[src/rtl/iterative_divider_if.sv]
// Handshake and operand/result bundle between a division controller and iterative_divider.
interface iterative_divider_if #(
  parameter int N = 2
) ();
  logic           start;
  logic [2*N-1:0] dividend;
  logic [N-1:0]   divisor;
  logic           busy;
  logic           done;
  logic [2*N-1:0] quotient;
  logic [N-1:0]   remainder;
  logic           div_by_zero;

  modport master (
    output start, dividend, divisor,
    input  busy, done, quotient, remainder, div_by_zero
  );

  modport slave (
    input  start, dividend, divisor,
    output busy, done, quotient, remainder, div_by_zero
  );
endinterface

[src/rtl/iterative_divider.sv]
// Unsigned restoring divider: 2N-bit dividend / N-bit divisor, one quotient bit per clock.
module iterative_divider #(
  parameter int N = 2
) (
  input  logic               clk,
  input  logic               rst_n,
  iterative_divider_if.slave bus
);
  localparam int W  = 2 * N;
  localparam int CW = (W > 1) ? $clog2(W) : 1;

  typedef enum logic [1:0] {IDLE, CALC, DONE} state_t;

  typedef struct packed {
    logic [W-1:0]  q;
    logic [N:0]    r;
    logic [N-1:0]  d;
    logic [CW-1:0] cnt;
    logic          dz;
  } dp_t;

  state_t state, state_nx;
  dp_t    dp, dp_nx;

  logic [N:0] t, diff;
  logic       ge, last;

  logic           busy_nx, done_nx, dz_nx;
  logic [W-1:0]   quot_nx;
  logic [N-1:0]   rem_nx;

  // One restoring step: shift the next dividend bit into the partial remainder.
  always_comb begin
    t    = {dp.r[N-1:0], dp.q[W-1]};
    ge   = (t >= {1'b0, dp.d});
    diff = t - {1'b0, dp.d};
    last = (dp.cnt == CW'(W - 1));
  end

  always_ff @(posedge clk or negedge rst_n) begin
    if (!rst_n) state <= IDLE;
    else        state <= state_nx;
  end

  // A zero divisor still spends one cycle in CALC so busy is visible before done.
  always_comb begin
    state_nx = state;
    case (state)
      IDLE:    if (bus.start) state_nx = CALC;
      CALC:    if (dp.dz || last) state_nx = DONE;
      DONE:    state_nx = IDLE;
      default: state_nx = IDLE;
    endcase
  end

  always_comb begin
    dp_nx = dp;
    case (state)
      IDLE: if (bus.start) begin
        dp_nx.q   = bus.dividend;
        dp_nx.d   = bus.divisor;
        dp_nx.r   = '0;
        dp_nx.cnt = '0;
        dp_nx.dz  = (bus.divisor == '0);
      end
      CALC: if (!dp.dz) begin
        dp_nx.q   = {dp.q[W-2:0], ge};
        dp_nx.r   = ge ? diff : t;
        dp_nx.cnt = dp.cnt + CW'(1);
      end
      default: ;
    endcase
  end

  always_ff @(posedge clk or negedge rst_n) begin
    if (!rst_n) dp <= '0;
    else        dp <= dp_nx;
  end

  // Outputs are registered from next-state values; results only update on entry to DONE.
  always_comb begin
    busy_nx = (state_nx == CALC);
    done_nx = (state_nx == DONE);
    quot_nx = bus.quotient;
    rem_nx  = bus.remainder;
    dz_nx   = bus.div_by_zero;
    if (state == CALC && state_nx == DONE) begin
      if (dp.dz) begin
        quot_nx = '1;
        rem_nx  = '0;
        dz_nx   = 1'b1;
      end else begin
        quot_nx = dp_nx.q;
        rem_nx  = dp_nx.r[N-1:0];
        dz_nx   = 1'b0;
      end
    end
  end

  always_ff @(posedge clk or negedge rst_n) begin
    if (!rst_n) begin
      bus.busy        <= 1'b0;
      bus.done        <= 1'b0;
      bus.quotient    <= '0;
      bus.remainder   <= '0;
      bus.div_by_zero <= 1'b0;
    end else begin
      bus.busy        <= busy_nx;
      bus.done        <= done_nx;
      bus.quotient    <= quot_nx;
      bus.remainder   <= rem_nx;
      bus.div_by_zero <= dz_nx;
    end
  end
endmodule

[src/flat_wrapper.sv]
// flat-port wrapper written by rule: the top's interface ports become plain ports
module iterative_divider_flat 
#(
  parameter int N = 2
)
  (clk, rst_n, bus_start, bus_dividend, bus_divisor, bus_busy, bus_done, bus_quotient, bus_remainder, bus_div_by_zero);
  iterative_divider_if #(.N(N)) bus_i ();
  input  logic clk;
  input  logic rst_n;
  input wire logic [$bits(bus_i.start)-1:0] bus_start;
  input wire logic [$bits(bus_i.dividend)-1:0] bus_dividend;
  input wire logic [$bits(bus_i.divisor)-1:0] bus_divisor;
  output wire logic [$bits(bus_i.busy)-1:0] bus_busy;
  output wire logic [$bits(bus_i.done)-1:0] bus_done;
  output wire logic [$bits(bus_i.quotient)-1:0] bus_quotient;
  output wire logic [$bits(bus_i.remainder)-1:0] bus_remainder;
  output wire logic [$bits(bus_i.div_by_zero)-1:0] bus_div_by_zero;
  assign bus_i.start = bus_start;
  assign bus_i.dividend = bus_dividend;
  assign bus_i.divisor = bus_divisor;
  assign bus_busy = bus_i.busy;
  assign bus_done = bus_i.done;
  assign bus_quotient = bus_i.quotient;
  assign bus_remainder = bus_i.remainder;
  assign bus_div_by_zero = bus_i.div_by_zero;
  iterative_divider #(.N(N)) u_core (.clk(clk), .rst_n(rst_n), .bus(bus_i));
endmodule
[config.mk]
export PLATFORM = sky130hd
export DESIGN_NAME = iterative_divider_flat
export DESIGN_NICKNAME = d
export VERILOG_FILES = /design/src/rtl/iterative_divider_if.sv /design/src/rtl/iterative_divider.sv /design/src/flat_wrapper.sv
export SDC_FILE = /design/constraint.sdc
export NUM_CORES = 1
export LEC_CHECK = 0
export BUFFER_PORTS_ARGS = -buffer_cell sky130_fd_sc_hd__buf_2
export CAP_MARGIN = 10
export CORE_AREA = 2 2 50 52
export DETAILED_ROUTE_END_ITERATION = 16
export DIE_AREA = 0 0 52 54
export PLACE_DENSITY_LB_ADDON = 0.08
export RECOVER_POWER = 100
export SLEW_MARGIN = 20
export SYNTH_ARGS = -nofsm -noshare
export SYNTH_HDL_FRONTEND = slang
export SYNTH_SLANG_ARGS = --single-unit
[constraint.sdc]
create_clock -name clk -period 2.43 [get_ports clk]
set_input_delay 0.486 -clock clk [delete_from_list [all_inputs] [get_ports clk]]
set_output_delay 0.486 -clock clk [all_outputs]
set_load 0.02 [all_outputs]
# Yosys cells after proc, flatten, opt, wreduce, memory -nomap -nowiden
# Index checks and enable logic that the tools add are counted.
[word_totals] ff_bits=22 in_bits=9 out_inout_bits=9
[op_classes] add_sub_neg=2 order_cmp=1 n_eq_ne=6 n_mux=12 reduce_logical=7
[op_table] operator="$pmux W7 S2" n=1
[op_table] operator="$mux W12" n=1
[op_table] operator="$mux W2" n=4
[op_table] operator="$pmux W2 S2" n=2
[op_table] operator="$mux W7" n=1
[op_table] operator="$eq A2 B1 Y1 const B" n=2
[op_table] operator="$eq A2 B2 Y1 const B" n=2
[op_table] operator="$logic_not A2 Y1" n=2
[op_table] operator="$mux W4" n=1
[op_table] operator="$ne A2 B2 Y1 const B" n=2
[op_table] operator="$ge A3 B2 Y1" n=1
[op_table] operator="$mux W3" n=1
[op_table] operator="$reduce_and A3 Y1" n=1
[op_table] operator="$sub A3 B2 Y3" n=1
[op_table] operator="$add A2 B1 Y2 const B" n=1
[op_table] operator="$reduce_and A2 Y1" n=1
[op_table] operator="$reduce_bool A2 Y1" n=1
[op_table] operator="$logic_and A1 B1 Y1" n=1
[op_table] operator="$logic_or A1 B1 Y1" n=1
[op_table] operator="$mux W1" n=1

# Depth between registers and ports, before layout
[depth] ltp_word=6 mapped_depth=5 ltp_nobuf=5

# Worst setup path after synthesis
# Ideal clock, no wire load.
[synth_path] kind="register to register" from="register u_core.dp[11] (netlist name)" to="register u_core.bus.remainder[1]" t_arrival_ns=1.278 slack_ns=1.027 stages_incl_launch_ff=6 period_less_slack_ns=1.403 cell_sequence="dfrtp_1 > inv_1 > ha_1 > a2111oi_0 > a211o_1 > o21ai_1"
[synth_via] elab_chain_len=5
[synth_lines] element="start, declared" line="iterative_divider.sv:23" rtl="dp_t dp, dp_nx;"
[synth_lines] element="start signal, assigned" line="iterative_divider.sv:77" rtl="else dp <= dp_nx;"
[synth_lines] element="$sub A3 B2 Y3 or $ge A3 B2 Y1 (tied branches)" line="iterative_divider.sv:36, iterative_divider.sv:35"
[synth_lines] element="$mux W3 (*)" line="iterative_divider.sv:68" rtl="dp_nx.r = ge ? diff : t;"
[synth_lines] element="$mux W7 (*)" line="iterative_divider.sv:66" rtl="CALC: if (!dp.dz) begin"
[synth_lines] element="$pmux W7 S2 (*)" line="iterative_divider.sv:58" rtl="case (state)"
[synth_lines] element="$mux W2 (*)" line="iterative_divider.sv:88" rtl="if (dp.dz) begin"
[synth_lines] element="end signal, assigned" line="iterative_divider.sv:111" rtl="bus.remainder <= rem_nx;"
[synth_lines] element="end, declared" line="iterative_divider_if.sv:21" rtl="output busy, done, quotient, remainder, div_by_zero"
# Every way passes the cells marked *; elsewhere a longest branch is shown, timed or not. The select of a mux whose other input is x is not followed.
# A chain may end at the register's enable or synchronous reset.

==> impl_summary.txt <==
----------------------------------------------------
[Die]
  Core Box Area ... 2320 sq um
  DIE AREA ... 2810 sq um
  Die Width ... 52 microns
  Die Y ... 54 microns
  Initial Util ... 47.5%
  Number of I/O pins ... 18
  Number of rows in the core area ... 18

[Drt]
  Number of antenna-violating nets in the routed design ... 0
  Via-per-instance ratio ... 5.49
  DRC marker count from the first detailed-route iteration ... 10
  Average detailed-routed wire length per instance ... 14.1 microns
  Total routed wirelength ... about 2100 microns
  Detailed-route via count ... 818
  DRC violation count after routing ... 0
  First-pass detailed-route iteration total ... 4

[Synthesis]
  Async set-or-reset flop fraction in the synthesized netlist ... 100%
  Post-synthesis cell type with the largest combined area ... sky130_fd_sc_hd__dfrtp_1
  Synthesized flop and latch total ... 22
  Sequential fraction of the synthesis area ... 49.9%
  Synthesized instance count ... 103
  Synth top area share ... 49.9%
  Number of nets produced by synthesis ... between 100 and 150
  Primary FF master, synth ... sky130_fd_sc_hd__dfrtp_1
  Post-synthesis area per instance ... 10.7 sq um
  Cell types with the largest area share after synthesis ... sky130_fd_sc_hd__dfrtp_1 50%, sky130_fd_sc_hd__ha_1 3.4%, sky130_fd_sc_hd__nand2b_1 3.4%
  Top-count cell post-synth ... sky130_fd_sc_hd__dfrtp_1
  Count of warnings emitted by yosys ... 0
  Cell variety after synth ... 39
  Synthesized cell area ... 1100 sq um
  Number of enable flip-flop cells after synthesis ... 0
  Top cell types by occurrence after synthesis ... 22 x sky130_fd_sc_hd__dfrtp_1, 10 x sky130_fd_sc_hd__nor2_1, 7 x sky130_fd_sc_hd__o21ai_0, 6 x sky130_fd_sc_hd__nand2b_1, 5 x sky130_fd_sc_hd__a21oi_1

[Worst setup path]
  Largest driver fanout on the critical path ... 3
  Critical-path cell with the highest stage delay ... sky130_fd_sc_hd__a2111oi_0
  Startpoint type of the worst setup path ... register
  Element type at the critical path end ... register
  Maximum cell stage delay along the critical path ... 440 ps
  Arrival time of the worst setup path ... ~1700 ps
  Data required time of the critical path ... 2620 ps
  Cell-by-cell trace of the critical path ... ha_1 > a2111oi_0 > a211o_1 > o21ai_0
  Start-to-end type of the worst setup path ... register to register

[Clock network]
  Clock sink total ... 22
  Clock-pin slew on the worst setup and hold paths ... 110 ps
  Resized cells post-CTS ... 0
  Post-CTS Hold Fix Bufs ... 0
  H-tree depth ... 1
  CTS Buffer Depth ... 2
  Clk_lat worst skew ... around 300 ps
  Clock tree from TritonCTS ... yes
  Total CTS buffers ... 3
  Number of buffers inserted to repair setup after CTS ... 0
  Library cell used as clock root buffer ... sky130_fd_sc_hd__clkbuf_4

[Global route]
  M3 GR Usage ... 3.33%
  Vias in the first global route ... 839
  Global-route wire length before repair ... 3700 microns
  Met2 track demand over resource in global routing ... 31.2%
  Tot GR Track Use ... a little under a fifth
  Global-route layer with the greatest usage ... met2
  Pin count of the biggest net entering global routing ... 23
  Met1 demand-to-capacity share in global routing ... 22.7%
  Remaining Overflow, GRT ... 0
  Antenna violations before repair ... 0

[Finish]
  Multi-input combinational cell area ... 500 sq um
  Post-Layout Inst Area ... 1190 sq um
  Antenna cell count ... 0
  Area added between synthesis and finish ... 8.40%
  Number of fill cells ... 224
  Fraction of layout cells with a size suffix above 1 ... 12.6%
  Footprint of the flip-flops and latches ... between 500 and 600 sq um
  Nets@finish ... 133
  Filler-free cell count of the finished design ... 149

[Placement]
  Placed Cells incl. Taps ... 146
  Dpl cell area ... 1190 sq um
  Pre-CTS setup slack ... around 920 ps
  RD Place Congestion ... 0.735
  Port buffer count ... 17
  Detailed-placement wirelength estimate ... 1570 microns

[Status]
  Run status ... complete, no violations

[Timing]
  Maximum achievable frequency ... 650 MHz
  Unrepaired setup endpoints after global routing ... false
  Rel. slew slack ... 22.5%
  Clock skew after layout ... ~3.4 ps
  Transition time at the pin with the least slew margin ... 1160 ps
  Max-slew violation count ... 0
  Final hold vios ... 0
  Share of the clock period used by the worst path after layout ... 63.3%
  Minimum clock period ... 1540 ps
  Min setup slack post-route ... 892 ps
  Count of final setup violators ... 0
  Summed negative setup slack over all endpoints ... 0 ps

[Power and ir drop]
  Pwr/cell area ... 1390 nW/um^2
  Leakage power total ... ~0.52 nW
  Design Power ... 0.00166 W
  Peak supply drop ... about 0.68 mV

[Min path]
  Worst min path class ... primary input to register

[Job]
  Max capacitance violation total ... 0

----------------------------------------------------
path summary, 6_finish.rpt:
check                                              startpoint                                  end  slack (ps)  cells past startpoint
setup / recovery                     u_core.dp[3]$_DFFE_PN0P_               u_core.dp[6]$_DFF_PN0_         890                      4
max in group asynchronous                               rst_n               u_core.dp[9]$_DFF_PN0_        1360                      1
hold / removal                                 bus_divisor[0]             u_core.dp[0]$_DFFE_PN0P_         360                      2
hold reg to reg            u_core.bus.div_by_zero$_DFFE_PN0P_   u_core.bus.div_by_zero$_DFFE_PN0P_         490                      2
min in group asynchronous                               rst_n  u_core.bus.remainder[0]$_DFFE_PN0P_         380                      1
setup reg to reg                     u_core.dp[3]$_DFFE_PN0P_               u_core.dp[6]$_DFF_PN0_         890                      4
critical path: cells and delay by family, from the launching register on:
family | cells | cell delay, ps
compound gates | 3 | 700
flops | 1 | 410
fa+ha+maj | 1 | 320
layout make-up:
type | instances | share of cell area (%)
Inverter | 3 | 0.942
Clock buffer | 3 | 1.88
Multi-Input combinational cell | 74 | 41.9
Tap cell | 30 | 3.14
Sequential cell | 22 | 46.1
Timing Repair Buffer | 17 | 6.07
sequential cells by signal, summed over array words and instances, names as in the netlist:
signal,count
u_core.bus.done,1
u_core.state,2
u_core.dp,11
u_core.bus.remainder,2
u_core.bus.div_by_zero,1
u_core.bus.quotient,4
u_core.bus.busy,1
layout by cell type (no fill, tap or decap), types with 2 or more instances in the layout:
cell	n
sky130_fd_sc_hd__a21oi_1	5
sky130_fd_sc_hd__a22o_1	3
sky130_fd_sc_hd__and2b_1	2
sky130_fd_sc_hd__buf_2	7
sky130_fd_sc_hd__clkbuf_1	10
sky130_fd_sc_hd__clkbuf_4	3
sky130_fd_sc_hd__dfrtp_1	22
sky130_fd_sc_hd__ha_1	3
sky130_fd_sc_hd__inv_1	2
sky130_fd_sc_hd__mux2_1	2
sky130_fd_sc_hd__nand2_1	3
sky130_fd_sc_hd__nand2b_1	6
sky130_fd_sc_hd__nand3b_1	2
sky130_fd_sc_hd__nor2_1	10
sky130_fd_sc_hd__nor2b_1	2
sky130_fd_sc_hd__o21ai_0	10
sky130_fd_sc_hd__o22ai_1	3
sky130_fd_sc_hd__o2bb2ai_1	3
sky130_fd_sc_hd__o31ai_1	2
report_power, final:
part	switching, W	internal (W)
registers	0.000157	0.000525
clock network	0.000104	0.0000579
logic	0.000455	0.000360
total	0.000717	0.000943
per-layer routing:
metal	share of wire [%]	wire length, microns
met2	46	972
met1	49	1020
met5	0	0
met4	1.6	34
met3	3.3	69
cells by family after synthesis:
family,after synthesis,share of synthesized area [%]
buffers and inverters,7,4.20
DFF,22,49.9
adders and majority gates,3,3.41
and+or+nand+nor,30,15.4
AOI/OAI and AO/OA,38,24.0
muxes,3,3.06
through the flow:
| stage | hold slack [ps] | util [%] |
|---|---|---|
| 5_1_grt | 363 | 51.5 |
| 6_report | 362 | 51.5 |
| 4_1_cts | 140 | 52.3 |
| 3_5_place_dp | 467 | 51.3 |
| 3_3_place_gp | 467 | 51.3 |
| 2_1_floorplan | 190 | - |
Power figures use the tool's default switching activity.
